==> config.mk <==
export PLATFORM = sky130hd
export DESIGN_NAME = led_mmio_ctrl_flat
export DESIGN_NICKNAME = d
export VERILOG_FILES = /design/src/rtl/led_mmio_ctrl_if.sv /design/src/rtl/led_mmio_ctrl.sv /design/src/flat_wrapper.sv
export SDC_FILE = /design/constraint.sdc
export NUM_CORES = 1
export LEC_CHECK = 0
export ABC_AREA = 1
export CAP_MARGIN = 20
export CORE_UTILIZATION = 31
export CTS_BUF_LIST = sky130_fd_sc_hd__clkbuf_4
export CTS_CLUSTER_DIAMETER = 80
export DETAILED_ROUTE_END_ITERATION = 10
export GPL_TIMING_DRIVEN = 1
export PLACE_DENSITY = 0.61
export SLEW_MARGIN = 15
export SYNTH_ARGS = -nofsm -noshare
export SYNTH_HDL_FRONTEND = slang
export SYNTH_SLANG_ARGS = --single-unit
==> constraint.sdc <==
create_clock -name clk -period 2.8 [get_ports clk]
set_input_delay 0.42 -clock clk [delete_from_list [all_inputs] [get_ports clk]]
set_output_delay 0.42 -clock clk [all_outputs]
set_load 0.01 [all_outputs]
==> src/rtl/led_mmio_ctrl_if.sv <==
// Shared store/readback bus between the write demux and the LED peripheral.
interface led_mmio_ctrl_if;
   logic        ledWriteEnable;
   logic [31:0] address;
   logic [31:0] writeData;
   logic [31:0] readData;

   modport master (output ledWriteEnable, address, writeData, input readData);
   modport slave  (input ledWriteEnable, address, writeData, output readData);
endinterface

==> src/rtl/led_mmio_ctrl.sv <==
// Memory-mapped LED peripheral: VALUE/CTRL/PERIOD/STATUS registers, blink engine
// and a registered LED output stage.
module led_mmio_ctrl #(
   parameter int unsigned NUM_LEDS       = 16,
   parameter int unsigned CNT_WIDTH      = 32,
   parameter int unsigned DEFAULT_PERIOD = 50_000_000
) (
   input  logic                clk,
   input  logic                rst,
   led_mmio_ctrl_if.slave      bus,
   output logic [NUM_LEDS-1:0] leds
);

   typedef enum logic [1:0] {IDLE = 2'd0, ON = 2'd1, OFF = 2'd2} state_e;

   state_e               state_q, state_d;
   logic [NUM_LEDS-1:0]  value_q, value_d, leds_q, leds_d;
   logic                 blink_en_q, blink_en_d, invert_q, invert_d;
   logic                 phase_q, phase_d;
   logic [CNT_WIDTH-1:0] period_q, period_d, cnt_q, cnt_d, period_m1;
   logic                 wr_period;
   logic                 unused_addr;

   assign unused_addr = ^{bus.address[31:4], bus.address[1:0]};
   assign wr_period   = bus.ledWriteEnable && (bus.address[3:2] == 2'd2);
   // PERIOD of 0 behaves as 1, so the terminal count is 0 in both cases
   assign period_m1   = (period_q == '0) ? '0 : period_q - CNT_WIDTH'(1);
   assign leds        = leds_q;

   always_ff @(posedge clk or posedge rst) begin
      if (rst) begin
         state_q    <= IDLE;
         value_q    <= '0;
         blink_en_q <= 1'b0;
         invert_q   <= 1'b0;
         period_q   <= CNT_WIDTH'(DEFAULT_PERIOD);
         cnt_q      <= '0;
         phase_q    <= 1'b0;
         leds_q     <= '0;
      end else begin
         state_q    <= state_d;
         value_q    <= value_d;
         blink_en_q <= blink_en_d;
         invert_q   <= invert_d;
         period_q   <= period_d;
         cnt_q      <= cnt_d;
         phase_q    <= phase_d;
         leds_q     <= leds_d;
      end
   end

   always_comb begin
      value_d    = value_q;
      blink_en_d = blink_en_q;
      invert_d   = invert_q;
      period_d   = period_q;
      state_d    = state_q;
      cnt_d      = cnt_q;
      phase_d    = phase_q;

      if (bus.ledWriteEnable) begin
         case (bus.address[3:2])
            2'd0: value_d = bus.writeData[NUM_LEDS-1:0];
            2'd1: begin
               blink_en_d = bus.writeData[0];
               invert_d   = bus.writeData[1];
            end
            2'd2: period_d = bus.writeData[CNT_WIDTH-1:0];
            default: ;
         endcase
      end

      case (state_q)
         IDLE: begin
            cnt_d   = '0;
            phase_d = 1'b0;
            if (blink_en_q) state_d = ON;
         end
         ON, OFF: begin
            // A PERIOD write restarts the current half-phase instead of toggling
            if (wr_period) begin
               cnt_d = '0;
            end else if (cnt_q == period_m1) begin
               cnt_d   = '0;
               state_d = (state_q == ON) ? OFF : ON;
               phase_d = ~phase_q;
            end else begin
               cnt_d = cnt_q + CNT_WIDTH'(1);
            end
         end
         default: begin
            state_d = IDLE;
            cnt_d   = '0;
            phase_d = 1'b0;
         end
      endcase

      if (!blink_en_q) begin
         state_d = IDLE;
         cnt_d   = '0;
         phase_d = 1'b0;
      end
   end

   always_comb begin
      leds_d = ((state_q == OFF) ? '0 : value_q) ^ {NUM_LEDS{invert_q}};
      case (bus.address[3:2])
         2'd0:    bus.readData = 32'(value_q);
         2'd1:    bus.readData = {30'd0, invert_q, blink_en_q};
         2'd2:    bus.readData = 32'(period_q);
         default: bus.readData = {29'd0, state_q, phase_q};
      endcase
   end

endmodule
==> src/flat_wrapper.sv <==
// flat-port wrapper written by rule: the top's interface ports become plain ports
module led_mmio_ctrl_flat 
#(
   parameter int unsigned NUM_LEDS       = 16,
   parameter int unsigned CNT_WIDTH      = 32,
   parameter int unsigned DEFAULT_PERIOD = 50_000_000
)
  (clk, rst, leds, bus_ledWriteEnable, bus_address, bus_writeData, bus_readData);
  led_mmio_ctrl_if bus_i ();
  input  logic clk;
  input  logic rst;
  output logic [NUM_LEDS-1:0] leds;
  input wire logic [$bits(bus_i.ledWriteEnable)-1:0] bus_ledWriteEnable;
  input wire logic [$bits(bus_i.address)-1:0] bus_address;
  input wire logic [$bits(bus_i.writeData)-1:0] bus_writeData;
  output wire logic [$bits(bus_i.readData)-1:0] bus_readData;
  assign bus_i.ledWriteEnable = bus_ledWriteEnable;
  assign bus_i.address = bus_address;
  assign bus_i.writeData = bus_writeData;
  assign bus_readData = bus_i.readData;
  led_mmio_ctrl #(.NUM_LEDS(NUM_LEDS), .CNT_WIDTH(CNT_WIDTH), .DEFAULT_PERIOD(DEFAULT_PERIOD)) u_core (.clk(clk), .rst(rst), .bus(bus_i), .leds(leds));
endmodule
# Word-level counts from Yosys, hierarchy flattened
# Cells that the tools add are included.
[word_totals]
ff_bits = 101
wordCells = 44
[op_classes]
add_sub_neg = 2
n_eq_ne = 7
mux = 16
bitwise_logic = 2
n_reduce_logical = 9
[op_table]
columns = ["op", "n"]
rows = [
  ["$mux 32", 5],
  ["$pmux 32 s3", 1],
  ["$add 32x1->32 const B", 1],
  ["$eq 32x32->1", 1],
  ["$logic_not 32->1", 1],
  ["$sub 32x1->32 const B", 1],
  ["$mux 16", 1],
  ["$xor 16x16->16", 1],
  ["$mux 2", 4],
  ["$reduce_and 2->1", 4],
  ["$ne 3x3->1 const B", 2],
  ["$eq 2x1->1 const B", 2],
  ["$eq 2x2->1 const B", 2],
  ["$logic_not 2->1", 2],
  ["$mux 1", 4],
  ["$pmux 2 s2", 1],
  ["$reduce_or 2->1", 1],
  ["$logic_and 1x1->1", 1],
  ["$not 1->1", 1],
]

# Longest topological paths before layout
# Gate-level depths: netlist (run 1).
[logic_depth]
depth_word = 7
ltp_mapped = 20
depth_no_buf = 19

# Worst setup path before layout (run 1)
# No wires, ideal clock.
[synth_timing]
path_type = "reg2reg"
startpoint = "register u_core.period_q[0]"
endpoint = "register u_core.cnt_q[11]"
arrival_ns = 2.170
required_ns = 2.678
setup_slack_ns = 0.507
path_stages_with_launch = 19
synth_period_minus_slack_ns = 2.293
path_cell_list = "dfrtp_1 > inv_1 > ha_1 > nand2_2 > nor2_2 > buf_6 > nand2_4 > nor2_4 > buf_6 > o21ai_1 > nand2_1 > nand2_1 > nor2_1 > nand3_1 > nor2_1 > nand3_2 > nand3_4 > buf_12 > nor2_2"
[synth_via]
elab_chain_len = 7
elab_cells_between_ends = 8
[synth_rtl]
columns = ["element", "line_no", "source"]
rows = [
  ["from (decl)", "led_mmio_ctrl.sv:20", "logic [CNT_WIDTH-1:0] period_q, period_d, cnt_q, cnt_d, period_m1;"],
  ["from (signal assigned)", "led_mmio_ctrl.sv:36", "period_q <= CNT_WIDTH'(DEFAULT_PERIOD);"],
  ["from (signal assigned)", "led_mmio_ctrl.sv:45", "period_q <= period_d;"],
  ["$sub 32x1->32 / $logic_not 32->1 (equally long branches)", "led_mmio_ctrl.sv:27", "assign period_m1 = (period_q == '0) ? '0 : period_q - CNT_WIDTH'(1);"],
  ["$mux 32 (*)", "led_mmio_ctrl.sv:27", ""],
  ["$eq 32x32->1 (*)", "led_mmio_ctrl.sv:83", "end else if (cnt_q == period_m1) begin"],
  ["$mux 32 (*)", "led_mmio_ctrl.sv:83", ""],
  ["$mux 32 (*)", "led_mmio_ctrl.sv:81", "if (wr_period) begin"],
  ["$mux 32 (*)", "led_mmio_ctrl.sv:73", "case (state_q)"],
  ["$mux 32 (*)", "led_mmio_ctrl.sv:98", "if (!blink_en_q) begin"],
  ["via u_core.cnt_d[11]", "led_mmio_ctrl.sv:20", ""],
  ["to (signal assigned)", "led_mmio_ctrl.sv:46", "cnt_q <= cnt_d;"],
  ["to (decl)", "led_mmio_ctrl.sv:20", ""],
]
# Mark *: on every way through the listed nets, which the timed path passes. The rest lies on a longest branch.
# A chain may end at the register's enable or synchronous reset.

# Worst setup path in the final report (run 1)
[layout_timing]
startpoint = "register u_core.period_q[2]"
endpoint = "register u_core.cnt_q[19]"
# The elaborated chain is that of the path after synthesis.

==> reports/metrics.csv, run 1 <==
metric,value,unit
status,"complete, no violations",
Synth Area per Inst,6.83,sq um
vias per inst,4.84,
Post-Layout Inst Area,0.00882,sq mm
I/O Pins,115,
DP Area,0.00796,sq mm
PortBufs,84,
DIE WIDTH,148,microns
Comb pwr share,0.400,
Cell Pwr Density,523,mW/mm^2
Ys Warns,0,
clk sinks,101,
"commonest non-fill, non-tap cell in the layout",nand2_1,
Post-DRT Antenna Nets,0,
TritonCTS Buffers,9,
Worst Hold Class,in -> async,
GRT overflow,0,
HPWL after DPL,15600,microns
vias,6694,
Synth Register Bits,101,
routed len/inst,15.3,microns
Layout Cells excl Fill,1383,
CTS tree,built,
sequential share of power,0.413,
min cycle time layout,2.68,ns
power share of the clock group,0.188,
Crit path required time,3.22,ns
final worst-path cycle share,0.959,
data arrival time of the worst path,3.11,ns
peak supply drop,306,uV
LEAKAGE,0.00390,uW
"Clk Latency, worst-skew pair",0.54,ns
Post-synth EDFFs,0,
Worst Skew,0.0312,ns
Crit Path Class,reg -> reg,
# nets final,1181,
cell mode on critical path,nor2_2,
Root Buffer,clkbuf_4,
Area Overhead vs Synth,34.3,%
Sw Pwr,1850,uW
crit-path max cell delay,0.50,ns
Total GRT Usage,0.193,
switch share,0.401,
fraction of layout cells with a size suffix above 1,0.188,
Worst-Margin Slew,0.573,ns
syn_nets,1035,
crit start category,register,
first-pass GRT wire length,33000,microns
Int Power,2770,uW
Setup-failing EPs final,0,
Initial Util,0.320,
GP Congestion,0.937,
vias in the first global route,6349,
CTS H-Tree Depth,3,
Max Clock Freq,373,MHz
"commonest non-fill, non-tap cells in the layout","nand2_1 (258), nor2_1 (123), inv_1 (101)",
antenna violations before repair,1,
CP max FO,11,
Mapped Cells,961,
Routed WL,21100,microns
"slowest stage cell, crit path",dfrtp_2,
part of the Yosys area used for sequential elements,0.387,
DR iter-0 viols,513,
TNS Setup,0,ns
placed insts,1328,
Rows,52,
die area,0.0218,sq mm
max cap viols,0,
Final Hold Fails,0,
asr flop ratio synth,1.00,
Max Buffers Root-to-Sink,2,
mapped cell area,0.00657,sq mm
Worst-path clk slew,0.22,ns
Pre-antenna DRT Iters,5,
"Distinct cells, synth",35,
"Top FF cell, synth",dfrtp_1,
"Core Util, Final",0.430,
worst-path cell chain,"nor2_1, nand2_2, nor2_2, buf_6, nand2_1, nor2_2, nor2_1, o21ai_1, nand2_1, nor2_2, nand2_2, nor2_4, nand3_4, nand3_4, clkbuf_16, nor2_2",
relative slew slack,0.617,
Worst Setup End Kind,register,
"Slew Viols, Final",0,
DRC viols,0,
largest net degree at the start of global routing,35,
floorplan core area,0.0205,sq mm
Die Height,148,microns
==> registers in the layout (all words and copies together), names as in the netlist <==
name               flops
u_core.cnt_q          32
u_core.period_q       32
u_core.leds           16
u_core.value_q        16
u_core.state_q         2
u_core.blink_en_q      1
u_core.invert_q        1
u_core.phase_q         1
==> power groups by stage <==
stage          clock network (uW)  logic, uW  registers, uW
2_1_floorplan                   0        901           1910
3_3_place_gp                    0       1580           1920
3_5_place_dp                    0       1590           1920
4_1_cts                       891       1600           1900
5_1_grt                       941       2050           1930
6_report                      866       1850           1910
==> kinds of logic (layout without fill, tap and decap cells) <==
logic type | Yosys count | count (layout) | synth area share
AO/OA/AOI/OAI | 92 | 92 | 0.0718
XOR/XNOR | 46 | 46 | 0.0613
adder cells (fa/ha/maj) | 7 | 7 | 0.0133
buffers and inverters | 135 | 285 | 0.0859
flip-flops | 101 | 101 | 0.387
other | 0 | 1 | 0
AND/OR/NAND/NOR | 580 | 581 | 0.380
==> per-stage QoR <==
step,hold slack (ns),setup WS [ns],power (uW)
3_3_place_gp,0.467,0.0141,3500
5_1_grt,0.329,-0.0454,4920
6_report,0.269,0.116,4620
2_1_floorplan,0.453,0.507,2810
3_5_place_dp,0.473,-0.0304,3510
4_1_cts,0.285,0.0212,4390
==> critical path, delay by kind of cell (launching register included) <==
family,cells,cell delay (ns)
buffers and inverters,2,0.34
DFF,1,0.50
AOI/OAI and AO/OA,1,0.19
and+or+nand+nor,13,1.49
==> synthesized netlist by cell type (2+ instances only) <==
master,count,share of area
nor4_1,4,0.0038
buf_6,4,0.0069
o21ai_0,82,0.062
nand2_2,4,0.0038
nand3_1,71,0.054
inv_1,107,0.061
nor2_4,4,0.0069
xnor2_1,4,0.0053
nor2_1,145,0.083
dfrtp_1,89,0.34
nand3_2,3,0.0046
nor2_2,14,0.013
inv_2,2,0.0011
ha_1,7,0.013
nor3_1,23,0.018
o21ai_1,5,0.0038
nand2_1,282,0.16
buf_4,2,0.0023
xor2_1,42,0.056
nand2_4,2,0.0034
nand4_1,23,0.022
dfstp_2,12,0.048
buf_2,3,0.0023
clkbuf_1,15,0.0086
nand3b_1,2,0.0023
==> repair_timing <==
| item | in CTS | in global routing |
|---|---|---|
| pin swaps | 0 | 35 |
| gates resized for setup | 3 | 97 |
| cloned | 0 | 7 |
| setup buffers | 0 | 31 |
| setup endpoints to repair | 27 | 37 |
| hold buffers | 0 | 0 |
==> final timing paths <==
path                               startpoint                   to  slack, ns  depth (start not counted)
max                        u_core.period_q[2]     u_core.cnt_q[19]       0.12                         16
min                                       rst  u_core.period_q[11]       0.27                          2
max reg2reg                u_core.period_q[2]     u_core.cnt_q[19]       0.12                         16
min reg2reg                   u_core.cnt_q[0]      u_core.cnt_q[0]       0.51                          1
max in group asynchronous                 rst  u_core.period_q[14]       1.79                          3
min in group clk            bus_writeData[19]  u_core.period_q[19]       0.42                          3
==> per-layer routing <==
layer | share of wire | vias to the layer above | GRT usage | wire (microns)
met5 | 0 | - | 0 | 0
met4 | 0.026 | 0 | 0.0670 | 559
met3 | 0.042 | 40 | 0.0253 | 881
met2 | 0.46 | 201 | 0.315 | 9790
met1 | 0.47 | 3117 | 0.262 | 9880
li1 | - | 3336 | - | -
==> final cells by class <==
| type | instances | area (sq um) |
|---|---|---|
| clock inverter | 7 | 104 |
| tap | 270 | 338 |
| clock buffer | 9 | 67.6 |
| multi-input combinational | 726 | 3750 |
| fill | 2112 | 11700 |
| sequential | 101 | 2550 |
| inverter | 109 | 415 |
| timing repair buffer | 160 | 1590 |
| antenna | 1 | 2.50 |
Power figures use the tool's default switching activity.
==> inputs of run 2 (changes only) <==
--- a/config.mk
+++ b/config.mk
@@ -9,7 +9,7 @@
 export CAP_MARGIN = 20
 export CORE_UTILIZATION = 31
 export CTS_BUF_LIST = sky130_fd_sc_hd__clkbuf_4
-export CTS_CLUSTER_DIAMETER = 80
+export CTS_CLUSTER_DIAMETER = 50
 export DETAILED_ROUTE_END_ITERATION = 10
 export GPL_TIMING_DRIVEN = 1
 export PLACE_DENSITY = 0.61
==> results of run 2 <==
Final layout, timing and power as in run 1 (identical DEF).
